`src/rtl/keypad_pkg.sv`:
```
// Shared types, constants and decode helpers for the 4x4 keypad scanner.
package keypad_pkg;

  typedef enum logic [1:0] {
    SCAN,
    DEBOUNCE,
    PRESSED,
    RELEASE
  } state_e;

  localparam logic [3:0] NO_KEY = 4'b1111;

  // Nibble at {row, col} holds the hex legend of that key: row0 = 1 2 3 A ... row3 = 0 F E D.
  localparam logic [63:0] KEY_MAP = 64'hDEF0_C987_B654_A321;

  function automatic logic [3:0] key_map(input logic [1:0] r, input logic [1:0] c);
    return KEY_MAP[{r, c, 2'b00} +: 4];
  endfunction

  function automatic logic one_low(input logic [3:0] pat);
    return $countones(~pat) == 1;
  endfunction

  function automatic logic [1:0] low_index(input logic [3:0] pat);
    logic [1:0] idx;
    idx = 2'd0;
    for (int i = 0; i < 4; i++) begin
      if (!pat[i]) idx = 2'(i);
    end
    return idx;
  endfunction

endpackage

```
`src/rtl/keypad_tick.sv`:
```
// Scan-rate divider: one-cycle tick every SCAN_DIV clocks, first tick in cycle SCAN_DIV after reset.
module keypad_tick #(
  parameter int SCAN_DIV = 2500
) (
  input  logic clk,
  input  logic rst,
  output logic tick_o
);

  localparam int W = (SCAN_DIV > 2) ? $clog2(SCAN_DIV) : 1;

  logic [W-1:0] div_q;

  assign tick_o = (div_q == W'(SCAN_DIV - 1));

  // NOTE: sequential state uses non-blocking assignments so every flop samples pre-edge values.
  always_ff @(posedge clk) begin
    if (rst) begin
      div_q <= '0;
    end else if (tick_o) begin
      div_q <= '0;
    end else begin
      div_q <= div_q + 1'b1;
    end
  end

endmodule

```
`src/rtl/keypad_scanner.sv`:
```
// 4x4 matrix keypad scanner: one active-low row at a time, debounced press/release,
// one-cycle key_valid strobe per accepted key.
module keypad_scanner
  import keypad_pkg::*;
#(
  parameter int SCAN_DIV       = 2500,
  parameter int DEBOUNCE_SCANS = 4
) (
  input  logic       clk,
  input  logic       rst,
  input  logic [3:0] col,
  output logic [3:0] row,
  output logic [3:0] key_code,
  output logic       key_valid,
  output logic       key_held
);

  localparam logic [3:0] DEB_CNT = 4'(DEBOUNCE_SCANS);

  logic       tick;
  logic [3:0] col_meta_q;
  logic [3:0] col_sync_q;
  state_e     state_q;
  logic [1:0] r_q;
  logic [3:0] row_q;
  logic [3:0] pat_q;
  logic [1:0] cidx_q;
  logic [3:0] cnt_q;
  logic [3:0] key_code_q;
  logic       key_valid_q;
  logic       key_held_q;

  keypad_tick #(.SCAN_DIV(SCAN_DIV)) u_tick (
    .clk    (clk),
    .rst    (rst),
    .tick_o (tick)
  );

  // col is asynchronous to clk; only the second stage is ever decoded.
  always_ff @(posedge clk) begin
    if (rst) begin
      col_meta_q <= NO_KEY;
      col_sync_q <= NO_KEY;
    end else begin
      col_meta_q <= col;
      col_sync_q <= col_meta_q;
    end
  end

  always_ff @(posedge clk) begin
    if (rst) begin
      state_q     <= SCAN;
      r_q         <= 2'd0;
      row_q       <= 4'b1110;
      pat_q       <= NO_KEY;
      cidx_q      <= 2'd0;
      cnt_q       <= 4'd0;
      key_code_q  <= 4'd0;
      key_valid_q <= 1'b0;
      key_held_q  <= 1'b0;
    end else begin
      key_valid_q <= 1'b0;
      if (tick) begin
        unique case (state_q)
          SCAN: begin
            if (one_low(col_sync_q)) begin
              pat_q  <= col_sync_q;
              cidx_q <= low_index(col_sync_q);
              if (DEB_CNT == 4'd1) begin
                key_code_q  <= key_map(r_q, low_index(col_sync_q));
                key_valid_q <= 1'b1;
                key_held_q  <= 1'b1;
                cnt_q       <= 4'd0;
                state_q     <= PRESSED;
              end else begin
                cnt_q   <= 4'd1;
                state_q <= DEBOUNCE;
              end
            end else begin
              r_q   <= r_q + 2'd1;
              row_q <= {row_q[2:0], row_q[3]};
            end
          end
          DEBOUNCE: begin
            if (col_sync_q == pat_q) begin
              if (cnt_q + 4'd1 == DEB_CNT) begin
                key_code_q  <= key_map(r_q, cidx_q);
                key_valid_q <= 1'b1;
                key_held_q  <= 1'b1;
                cnt_q       <= 4'd0;
                state_q     <= PRESSED;
              end else begin
                cnt_q <= cnt_q + 4'd1;
              end
            end else begin
              cnt_q   <= 4'd0;
              r_q     <= r_q + 2'd1;
              row_q   <= {row_q[2:0], row_q[3]};
              state_q <= SCAN;
            end
          end
          PRESSED: begin
            // Any low column keeps the key held, including a second key on this row.
            if (col_sync_q == NO_KEY) begin
              if (DEB_CNT == 4'd1) begin
                key_held_q <= 1'b0;
                cnt_q      <= 4'd0;
                r_q        <= r_q + 2'd1;
                row_q      <= {row_q[2:0], row_q[3]};
                state_q    <= SCAN;
              end else begin
                cnt_q   <= 4'd1;
                state_q <= RELEASE;
              end
            end
          end
          RELEASE: begin
            if (col_sync_q == NO_KEY) begin
              if (cnt_q + 4'd1 == DEB_CNT) begin
                key_held_q <= 1'b0;
                cnt_q      <= 4'd0;
                r_q        <= r_q + 2'd1;
                row_q      <= {row_q[2:0], row_q[3]};
                state_q    <= SCAN;
              end else begin
                cnt_q <= cnt_q + 4'd1;
              end
            end else begin
              cnt_q   <= 4'd0;
              state_q <= PRESSED;
            end
          end
          default: state_q <= SCAN;
        endcase
      end
    end
  end

  assign row       = row_q;
  assign key_code  = key_code_q;
  assign key_valid = key_valid_q;
  assign key_held  = key_held_q;

endmodule

```
`config.mk`:
```
export PLATFORM = sky130hd
export DESIGN_NAME = keypad_scanner
export DESIGN_NICKNAME = d
export VERILOG_FILES = /design/src/rtl/keypad_pkg.sv /design/src/rtl/keypad_tick.sv /design/src/rtl/keypad_scanner.sv
export SDC_FILE = /design/constraint.sdc
export NUM_CORES = 1
export LEC_CHECK = 0
export ABC_AREA = 1
export CELL_PAD_IN_SITES_DETAIL_PLACEMENT = 1
export CELL_PAD_IN_SITES_GLOBAL_PLACEMENT = 2
export CORE_MARGIN = 2
export CORE_UTILIZATION = 34
export DETAILED_ROUTE_END_ITERATION = 10
export GPL_TIMING_DRIVEN = 0
export HOLD_SLACK_MARGIN = 0.1
export PLACE_DENSITY_LB_ADDON = 0.1
export SLEW_MARGIN = 20
export SYNTH_ARGS = -nofsm -noshare
export SYNTH_HDL_FRONTEND = slang
export SYNTH_SLANG_ARGS = --single-unit
```
`constraint.sdc`:
```
create_clock -name clk -period 2.9 [get_ports clk]
set_input_delay 0.435 -clock clk [delete_from_list [all_inputs] [get_ports clk]]
set_output_delay 0.435 -clock clk [all_outputs]
set_load 0.01 [all_outputs]
```
==> run_summary.xml <==
<?xml version="1.0" encoding="UTF-8"?>
<metrics>
  <group name="floorplan">
    <metric name="die_width" unit="um">86.7</metric>
    <metric name="coreArea" unit="mm2">0.00672</metric>
    <metric name="io-pin-count" unit="">16</metric>
    <metric name="core.rowCount" unit="">30</metric>
    <metric name="die_h" unit="um">86.7</metric>
    <metric name="start_util" unit="">0.346</metric>
    <metric name="die-area" unit="mm2">0.00752</metric>
  </group>
  <group name="pwr">
    <metric name="leakagePower" unit="nW">1.17</metric>
    <metric name="powerDensity" unit="mW/mm2">440</metric>
    <metric name="irDropWorstVdd" unit="uV">190</metric>
  </group>
  <group name="worst_setup_path">
    <metric name="critPathArrivalTime" unit="ns">2.70</metric>
    <metric name="timing.rr.end" unit="">cidx_q[0]</metric>
    <metric name="r2r_start" unit="">col_sync_q[3]</metric>
    <metric name="critPathLaunchType" unit="">register</metric>
    <metric name="critical_path.max_fanout" unit="">5</metric>
    <metric name="end_kind" unit="">register</metric>
    <metric name="worst-setup-path-type" unit="">reg2reg</metric>
    <metric name="reg2reg_setup_slack" unit="ns">0.40</metric>
    <metric name="r2r.worst_path.cells" unit="">12</metric>
    <metric name="required_time_of_the_critical_path" unit="ns">3.10</metric>
  </group>
  <group name="drt">
    <metric name="drt_drc_violations_left" unit="">0</metric>
    <metric name="wirelength" unit="um">5370</metric>
    <metric name="drt-wirelength-per-cell" unit="um">13.0</metric>
    <metric name="route.antenna.remaining_nets" unit="">0</metric>
    <metric name="initialDrtViolationCount" unit="">75</metric>
    <metric name="vias" unit="">2016</metric>
    <metric name="drt_pass1_iterations" unit="">4</metric>
    <metric name="vias_per_cell" unit="">4.89</metric>
  </group>
  <group name="timing">
    <metric name="rsz0062_at_grt" unit="">no</metric>
    <metric name="setup_total_negative_slack" unit="ns">0</metric>
    <metric name="report.final.hold_viol_count" unit="">0</metric>
    <metric name="relative_max_transition_margin" unit="">0.593</metric>
    <metric name="worst_hold_slack" unit="ns">0.414</metric>
    <metric name="period_needed" unit="ns">2.50</metric>
    <metric name="post_route_worst_setup_slack" unit="ns">0.402</metric>
    <metric name="fin_crit_sh" unit="">0.862</metric>
    <metric name="tightest_slew" unit="ns">0.611</metric>
    <metric name="final_count_of_pins_violating_max_slew" unit="">0</metric>
    <metric name="setup-violations-final" unit="">0</metric>
    <metric name="highest_clock_frequency_the_design_can_meet" unit="MHz">400</metric>
    <metric name="fin_worst_skew" unit="ns">0.00729</metric>
  </group>
  <group name="global_routing">
    <metric name="first_global_vias" unit="">1991</metric>
    <metric name="global_route_usage_over_all_layers" unit="">0.163</metric>
    <metric name="grt_start_max_net_pins" unit="">15</metric>
    <metric name="grt_pass1_wl" unit="um">9740</metric>
    <metric name="grt-ovfl-total" unit="">0</metric>
    <metric name="antenna_found_initial" unit="">0</metric>
  </group>
  <group name="placement">
    <metric name="portBuffers" unit="">15</metric>
    <metric name="placed_area" unit="mm2">0.00258</metric>
    <metric name="detailedPlacementHpwl" unit="um">4180</metric>
    <metric name="place_congestion" unit="">0.721</metric>
    <metric name="dp.cells" unit="">404</metric>
    <metric name="preCtsSetupSlack" unit="ns">0.365</metric>
  </group>
  <group name="final_layout">
    <metric name="multi_input_area" unit="mm2">0.00127</metric>
    <metric name="fin_nets" unit="">348</metric>
    <metric name="layoutNonFillerInstCount" unit="">412</metric>
    <metric name="area_growth_syn_to_layout" unit="%">16.0</metric>
    <metric name="regArea" unit="um2">881</metric>
    <metric name="antenna_diode_instance_count" unit="">0</metric>
    <metric name="finish.instance_area" unit="mm2">0.00270</metric>
    <metric name="final_layout_fill_cell_count" unit="">834</metric>
    <metric name="drive_gt1_frac" unit="">0.166</metric>
  </group>
  <group name="logic_synthesis">
    <metric name="syn-mean-instance-area" unit="um2">7.53</metric>
    <metric name="synthDominantCellAreaShare" unit="">0.379</metric>
    <metric name="synth_sequential_area_ratio" unit="">0.379</metric>
    <metric name="synth_cell_types" unit="">35</metric>
    <metric name="synthTopCellsByArea" unit="">dfxtp_1 38%, nand2_1 11%, ha_1 5.4%</metric>
    <metric name="number_of_synthesized_flops_with_an_enable_pin" unit="">0</metric>
    <metric name="synth_flop_cell" unit="">dfxtp_1</metric>
    <metric name="synth.net_count" unit="">326</metric>
    <metric name="ffs_latches_synth" unit="">44</metric>
    <metric name="synth_common_cells" unit="">66 x nand2_1, 44 x dfxtp_1, 31 x inv_1</metric>
    <metric name="synth_top_cell_by_area" unit="">dfxtp_1</metric>
    <metric name="synth.cell_area" unit="mm2">0.00233</metric>
    <metric name="synth_most_common_cell" unit="">nand2_1</metric>
    <metric name="fraction_of_registers_with_async_set_or_reset_after_synthesis" unit="">0</metric>
    <metric name="synth_warnings" unit="">0</metric>
    <metric name="instance_count_of_the_mapped_netlist" unit="">309</metric>
  </group>
  <group name="worst_hold_path">
    <metric name="worstHoldPathType" unit="">reg2reg</metric>
    <metric name="worstHoldPathCells" unit="">1</metric>
    <metric name="hold_path.startpoint" unit="">col_meta_q[0]</metric>
    <metric name="min_delay_worst_endpoint" unit="">col_sync_q[0]</metric>
  </group>
  <group name="clocking">
    <metric name="cts_made_buffers" unit="">5</metric>
    <metric name="cts-hold-fix-buffers" unit="">0</metric>
    <metric name="ctsHtreeMaxLevel" unit="">2</metric>
    <metric name="cts.sink_count" unit="">44</metric>
    <metric name="skew_pair_late_insertion_delay" unit="ns">0.30</metric>
    <metric name="clk_transition_reported_paths" unit="ns">0.09</metric>
    <metric name="cts.repair.resized" unit="">0</metric>
    <metric name="post-cts-setup-buffer-count" unit="">0</metric>
    <metric name="clock_tree.buffer_depth" unit="">2</metric>
    <metric name="tritoncts_clock_tree" unit="">yes</metric>
    <metric name="clockRootBuffer" unit="">clkbuf_8</metric>
  </group>
  <group name="job">
    <metric name="timing.max_cap.violations" unit="">0</metric>
  </group>
  <group name="outcome">
    <metric name="status" unit="">finished clean</metric>
  </group>
</metrics>
==> sequential cells by signal, indices dropped and copies added, names as in the netlist <==
signal / cells
cidx_q: 2
cnt_q: 4
col_meta_q: 4
col_sync_q: 4
key_code: 4
key_held: 1
key_valid: 1
pat_q: 4
r_q: 2
row: 4
state_q: 2
u_tick.div_q: 12
==> cells by family after synthesis <==
group / share of synthesized area
DFF: 0.379
and+or+nand+nor: 0.362
adders and majority gates: 0.0624
AOI/OAI and AO/OA: 0.120
buffers and inverters: 0.0769
==> worst max-delay path: stages (launching register included) <==
cell	delay, ns
dfxtp_1	0.45
inv_2	0.07
fa_1	0.45
ha_1	0.19
ha_1	0.26
nor2_1	0.10
nand2_1	0.10
nor3_2	0.24
inv_2	0.06
nor2_1	0.18
nand2_1	0.10
a21oi_1	0.14
nor2_1	0.05
==> layer usage <==
layer	routed length [um]	global-route usage	share of wire
met1	2690	0.231	0.50
met2	2510	0.257	0.47
met3	105	0.0286	0.020
met4	63	0.0426	0.012
met5	0	0	0
==> power by group <==
group	internal, W	switching, W
Clock	0.000282	0.000222
Combinational	0.0000240	0.0000420
Sequential	0.000612	0.00000622
==> how the worst max path moves through the flow <==
stage                     cells after the start     startpoint   endpoint  slack [ns]
after detailed placement                     10  col_sync_q[3]  cidx_q[1]        0.36
after floorplan                              12  col_sync_q[0]  cidx_q[0]        0.69
final                                        12  col_sync_q[3]  cidx_q[0]        0.40
after global placement                       10  col_sync_q[3]  cidx_q[1]        0.40
after CTS                                    12  col_sync_q[3]  cidx_q[0]        0.35
after global routing                         12  col_sync_q[3]  cidx_q[0]        0.13
==> through the flow <==
step,total power (W),util
floorplan,0.000677,-
finish,0.00119,0.401
detailed placement,0.000701,0.383
CTS,0.00121,0.401
global placement,0.000700,0.383
global route,0.00124,0.401
==> layout by cell type, fill, tap and decap left out, drive strengths merged <==
cell type and n:
o22ai 1, nor2 32, buf 1, nand3b 1
clkbuf 8, nor3 13, dfxtp 44, fa 1
nand4 7, nor3b 2, o21ai 16, inv 39
bufinv 1, o211ai 4, clkinv 5, nand3 23
ha 10, a211oi 1, a21oi 23, o31ai 2
clkdlybuf4s50 15, or2 8, nand2 75
==> final cells by class <==
cell class | instances | share of cell area
multi-input combinational | 219 | 0.469
sequential | 44 | 0.327
inverter | 43 | 0.0617
timing repair buffer | 15 | 0.0557
tap | 80 | 0.0371
clock buffer | 6 | 0.0306
clock inverter | 2 | 0.0144
buffer | 3 | 0.00464
No activity file was read; power rests on OpenSTA's default activity.
==> edit 1 (same flow settings) <==
Register the output `key_code` once more, with the module's reset; this adds one clock of latency there. The other outputs are not delayed to match.
--- a/src/rtl/keypad_scanner.sv
+++ b/src/rtl/keypad_scanner.sv
@@ -139,3 +139,9 @@
   assign row       = row_q;
-  assign key_code  = key_code_q;
+  always_ff @(posedge clk) begin
+    if (rst) begin
+      key_code <= '0;
+    end else begin
+      key_code <= key_code_q;
+    end
+  end
   assign key_valid = key_valid_q;
Check against the original RTL: same outputs for any inputs over 10 cycles, from zero or initial values and one cycle with rst high; that may be too few to reach the edited logic, so the function may still have changed.
==> edit 1 against the original RTL <==
  * Worst setup slack better by 39 ps
  * Total power is 4.3% higher
  * Synthesized area is 3.4% higher
  * Largest cell class unchanged
  * Sequential power is 9.2% higher
  * Sequential cell count is 4 higher
  * Clock power is 1% lower
  * Routed wire length is 0.54% lower
  * Critical path type unchanged
  * Design area is 3.1% higher
==> edit 1: results <==
timing:
  fin_ws_ps: 440
  tightest_slew_ps: 541
  clock_skew_ps: 6.98
worst_setup_path:
  end_kind: "flip-flop"
  reg2reg_to: "state_q[0]$_SDFFE_PP0P_"
  critPathLaunch: "col_sync_q[0]$_SDFF_PP1_"
  crit_fanout: 5
  slowest_stage: "fa_1"
  arrival_ps: 2670
  slowest_delay_ps: 480
  rrSetupSlack_ps: 440
detailed_routing:
  drt-initial-drc-count: 67
  first_pass_iters: 4
  vias_per_cell: 4.61
  wl_um: 5340
  postRouteAntennaNets: 0
placed_design:
  finalWeightedCongestion: 0.742
  dp_hpwl_um: 4160
  dp_slack_ps: 429
  port_buffers: 14
clocking:
  ctsLongestPathBuffers: 2
  clk_pin_slew_worst_paths_ps: 90
  cts_setup_buffers: 0
  clock_latency_ps: 300
  root_buffer: "clkbuf_8"
  cts_resized: 0
logic_synthesis:
  synth-main-ff-cell: "dfxtp_1"
  synth-seq-area-share_pct: 39.9
  yosysUniqueCellTypes: 38
  syn_nets: 337
  synth_area_leaders: "dfxtp_1, nand2_1, inv_1, nor2_1, ha_1"
  synth_commonest_cells: "nand2_1, dfxtp_1, inv_1, nor2_1, nand3_1"
  synthArstFlopShare_pct: 0
cells_and_area:
  drive_gt1_share_pct: 14.9
  diodes: 0
  num-nets-final: 358
  largest_reg_flops: 12
min_path:
  hold_class: "reg2reg"
run_status:
  outcome: "complete, no violations"
global_routing:
  grt_pass1_vias: 2024
  grt_first_pass_wirelength_um: 9510
  antenna_found_initial: 0
  grt_start_max_net_pins: 17
  grt_usage_pct: 15.8
pwr:
  leakage_nw: 1.18
  ir_drop_mv: 0.290
## edit 1: changes by cell type after synthesis, sizes merged, moves of 3 or more
cell,before,now
inv,39,44
dfxtp,44,48
clkinv,4,1
a21oi,23,15
or2,8,11
nor2,32,46
o21ai,16,8
nor3,13,9
## edit 1: worst register-to-register path, stage by stage (launching register included)
cell and delay (ps):
dfxtp_1 390, inv_1 100, fa_1 480, ha_1 200, ha_1 280, nor2_1 140
nand2_1 70, nand2_1 130, inv_1 100, nor3_4 260, nand3_1 110, nand2_1 70
nor2_1 40
## edit 1: per-layer routing
layer  global-route usage, %  wire, um  vias to the layer above
li1                        -         -                     1063
met1                    21.3      2740                      934
met2                    26.0      2410                       15
met3                    3.11       118                        5
met4                    4.13        65                        0
met5                       0         0                        -
## edit 1: cell type report
class / count / area (um^2)
Clock inverter: 3 / 46.3
Buffer: 5 / 27.5
Timing Repair Buffer: 14 / 140
Tap cell: 96 / 120
Fill cell: 855 / 4050
Clock buffer: 5 / 68.8
Multi-Input combinational cell: 222 / 1250
Sequential cell: 48 / 961
Inverter: 45 / 169
## edit 1: power by group
group / internal [W] / switching, W
Sequential: 0.000667 / 0.00000736
Clock: 0.000260 / 0.000238
Combinational: 0.0000230 / 0.0000437
## edit 1: how the worst min path moves through the flow
| stage | from | to | slack (ps) | cells after the start |
|---|---|---|---|---|
| global placement | col_meta_q[0]$_SDFF_PP1_ | col_sync_q[0]$_SDFF_PP1_ | 390 | 1 |
| CTS | col_meta_q[2]$_SDFF_PP1_ | col_sync_q[2]$_SDFF_PP1_ | 420 | 1 |
| floorplan | col_meta_q[0]$_SDFF_PP1_ | col_sync_q[0]$_SDFF_PP1_ | 390 | 1 |
| detailed placement | col_meta_q[2]$_SDFF_PP1_ | col_sync_q[2]$_SDFF_PP1_ | 390 | 1 |
| finish | col_meta_q[2]$_SDFF_PP1_ | col_sync_q[2]$_SDFF_PP1_ | 410 | 1 |
| global route | col_meta_q[3]$_SDFF_PP1_ | col_sync_q[3]$_SDFF_PP1_ | 430 | 1 |
## edit 1: logic make-up (layout without fill, tap and decap cells)
logic type / Yosys count / after routing / share of synthesized area [%]
compound gates: 36 / 36 / 9.52
xor+xnor: 3 / 3 / 1.09
buf+inv: 50 / 72 / 8.16
fa+ha+maj: 11 / 11 / 6.03
flops: 48 / 48 / 39.9
simple gates: 172 / 172 / 35.3
## edit 1: stage by stage
stage / total power [W] / cell area, um^2 / std cells
2_1_floorplan: 0.000735 / 2410 / 320
3_3_place_gp: 0.000756 / 2670 / 430
5_1_grt: 0.00131 / 2780 / 438
6_report: 0.00124 / 2780 / 438
4_1_cts: 0.00126 / 2780 / 438
3_5_place_dp: 0.000758 / 2670 / 430
==> edit 2 (config.mk and constraints unchanged) <==
Without the edit above. `SCAN_DIV` is set to 2500 in 2 places; all go to 1250.
--- a/src/rtl/keypad_tick.sv
+++ b/src/rtl/keypad_tick.sv
@@ -2,3 +2,3 @@
 module keypad_tick #(
-  parameter int SCAN_DIV = 2500
+  parameter int SCAN_DIV = 1250
 ) (
--- a/src/rtl/keypad_scanner.sv
+++ b/src/rtl/keypad_scanner.sv
@@ -5,3 +5,3 @@
 #(
-  parameter int SCAN_DIV       = 2500,
+  parameter int SCAN_DIV       = 1250,
   parameter int DEBOUNCE_SCANS = 4
Check against the original RTL: no difference found for any inputs over 10 cycles, from zero or initial values and one cycle with rst high; that may be too few to reach the edited logic, so the function may still have changed.
==> edit 2 against the original RTL <==
  * First-iteration DRC count down 63%
  * Clock power shrank 16%
  * Worst setup slack got worse by 1.9 ps
  * Total power down 8.3%
  * Via count is 12% lower
  * Synthesized cell count is 9.7% lower
  * Design area is 9.4% lower
  * Critical endpoint is now cnt_q[2]$_SDFFE_PP0P_
  * Synthesized area fell by 9.7%
  * Sequential cell count decreased by 1
  * Highest routed layer unchanged
  * Routed wire length down 12%
==> edit 2: results <==
global_routing:
  grt_usage_pct: 15.2
  use_met3_pct: 3.91
  grt_pass1_vias: 1713
  grt_first_pass_wirelength_um: 7810
  grt_use_met1_pct: 18.7
  grt_start_max_net_pins: 13
  grt_use_met2_pct: 26.2
detailed_routing:
  vias_per_cell: 4.72
  wl_um: 4700
  drt-initial-drc-count: 28
  wl_met3_um: 109
  wl_met1_um: 2370
  routed.top_layer: "met4"
  first_pass_iters: 5
  met2_length_um: 2170
logic_synthesis:
  synth_commonest_cells: "nand2_1, dfxtp_1, inv_1, nor2_1, nand3_1"
  syn_nets: 297
  synth_area_leaders: "dfxtp_1, nand2_1, ha_1, inv_1, nor2_1"
  synth-seq-area-share_pct: 41.0
  yosysUniqueCellTypes: 32
  netlist_instances: 279
  synthArstFlopShare_pct: 0
worst_setup_path:
  arrival_ps: 2740
  slowest_stage: "fa_1"
  crit_fanout: 6
  slowest_delay_ps: 560
pwr:
  power_frac_comb_pct: 5.3
  ir_drop_mv: 0.171
  pg_clk_w: 0.000424
  internal-power_w: 0.000839
  leakage_nw: 1.05
  maxPowerGroup: "sequential cells"
placed_design:
  finalWeightedCongestion: 0.729
  dp_cells: 369
  dp_hpwl_um: 3580
  port_buffers: 15
clocking:
  ctsLongestPathBuffers: 2
  cts_setup_buffers: 0
  numCtsBuffers: 5
cells_and_area:
  largest_reg_flops: 11
  instances_no_fill: 377
  num-nets-final: 319
  drive_gt1_share_pct: 12.9
timing:
  clock_skew_ps: 5.25
  slew-limit-headroom_pct: 62.6
run_status:
  outcome: "complete, no violations"
edit 2: per-stage QoR:
step | cell area [um^2] | worst slack [ps] | hold WS [ps] | utilization [%] | power [W]
floorplan | 2100 | 678 | 389 | - | 0.000658
global placement | 2340 | 450 | 392 | 39.3 | 0.000678
detailed placement | 2340 | 367 | 400 | 39.3 | 0.000681
CTS | 2440 | 358 | 421 | 41.0 | 0.00111
global route | 2440 | 194 | 429 | 41.0 | 0.00115
finish | 2440 | 400 | 411 | 41.0 | 0.00109
edit 2: cell type report:
cell class	count	area, um^2
clock buffer	8	100
multi-input combinational	195	1080
tap	75	93.8
fill	739	3510
timing repair buffer	15	150
inverter	38	143
sequential	43	861
buffer	3	15.0
edit 2: final timing paths:
kind                       startpoint                  endpoint  slack, ps  depth (start not counted)
min          col_meta_q[2]$_SDFF_PP1_  col_sync_q[2]$_SDFF_PP1_        410                          1
max reg2reg  col_sync_q[0]$_SDFF_PP1_     cnt_q[2]$_SDFFE_PP0P_        400                         12
max          col_sync_q[0]$_SDFF_PP1_     cnt_q[2]$_SDFFE_PP0P_        400                         12
min reg2reg  col_meta_q[2]$_SDFF_PP1_  col_sync_q[2]$_SDFF_PP1_        410                          1
edit 2: critical path: cells and delay by family (launching register included):
kind                       cells  cell delay, ps
adders and majority gates      3             990
DFF                            1             380
AOI/OAI and AO/OA              2             270
buffers and inverters          3             200
and+or+nand+nor                4             600
edit 2: kinds of logic (layout without fill, tap and decap cells):
logic type                 Yosys count  count (layout)  share of synthesized area [%]
AOI/OAI and AO/OA                   42              42                           11.1
buffers and inverters               41              64                           7.51
xor gates and xnor gates             3               3                           1.25
DFF                                 43              43                           41.0
and+or+nand+nor                    138             138                           31.6
adders and majority gates           12              12                           7.51
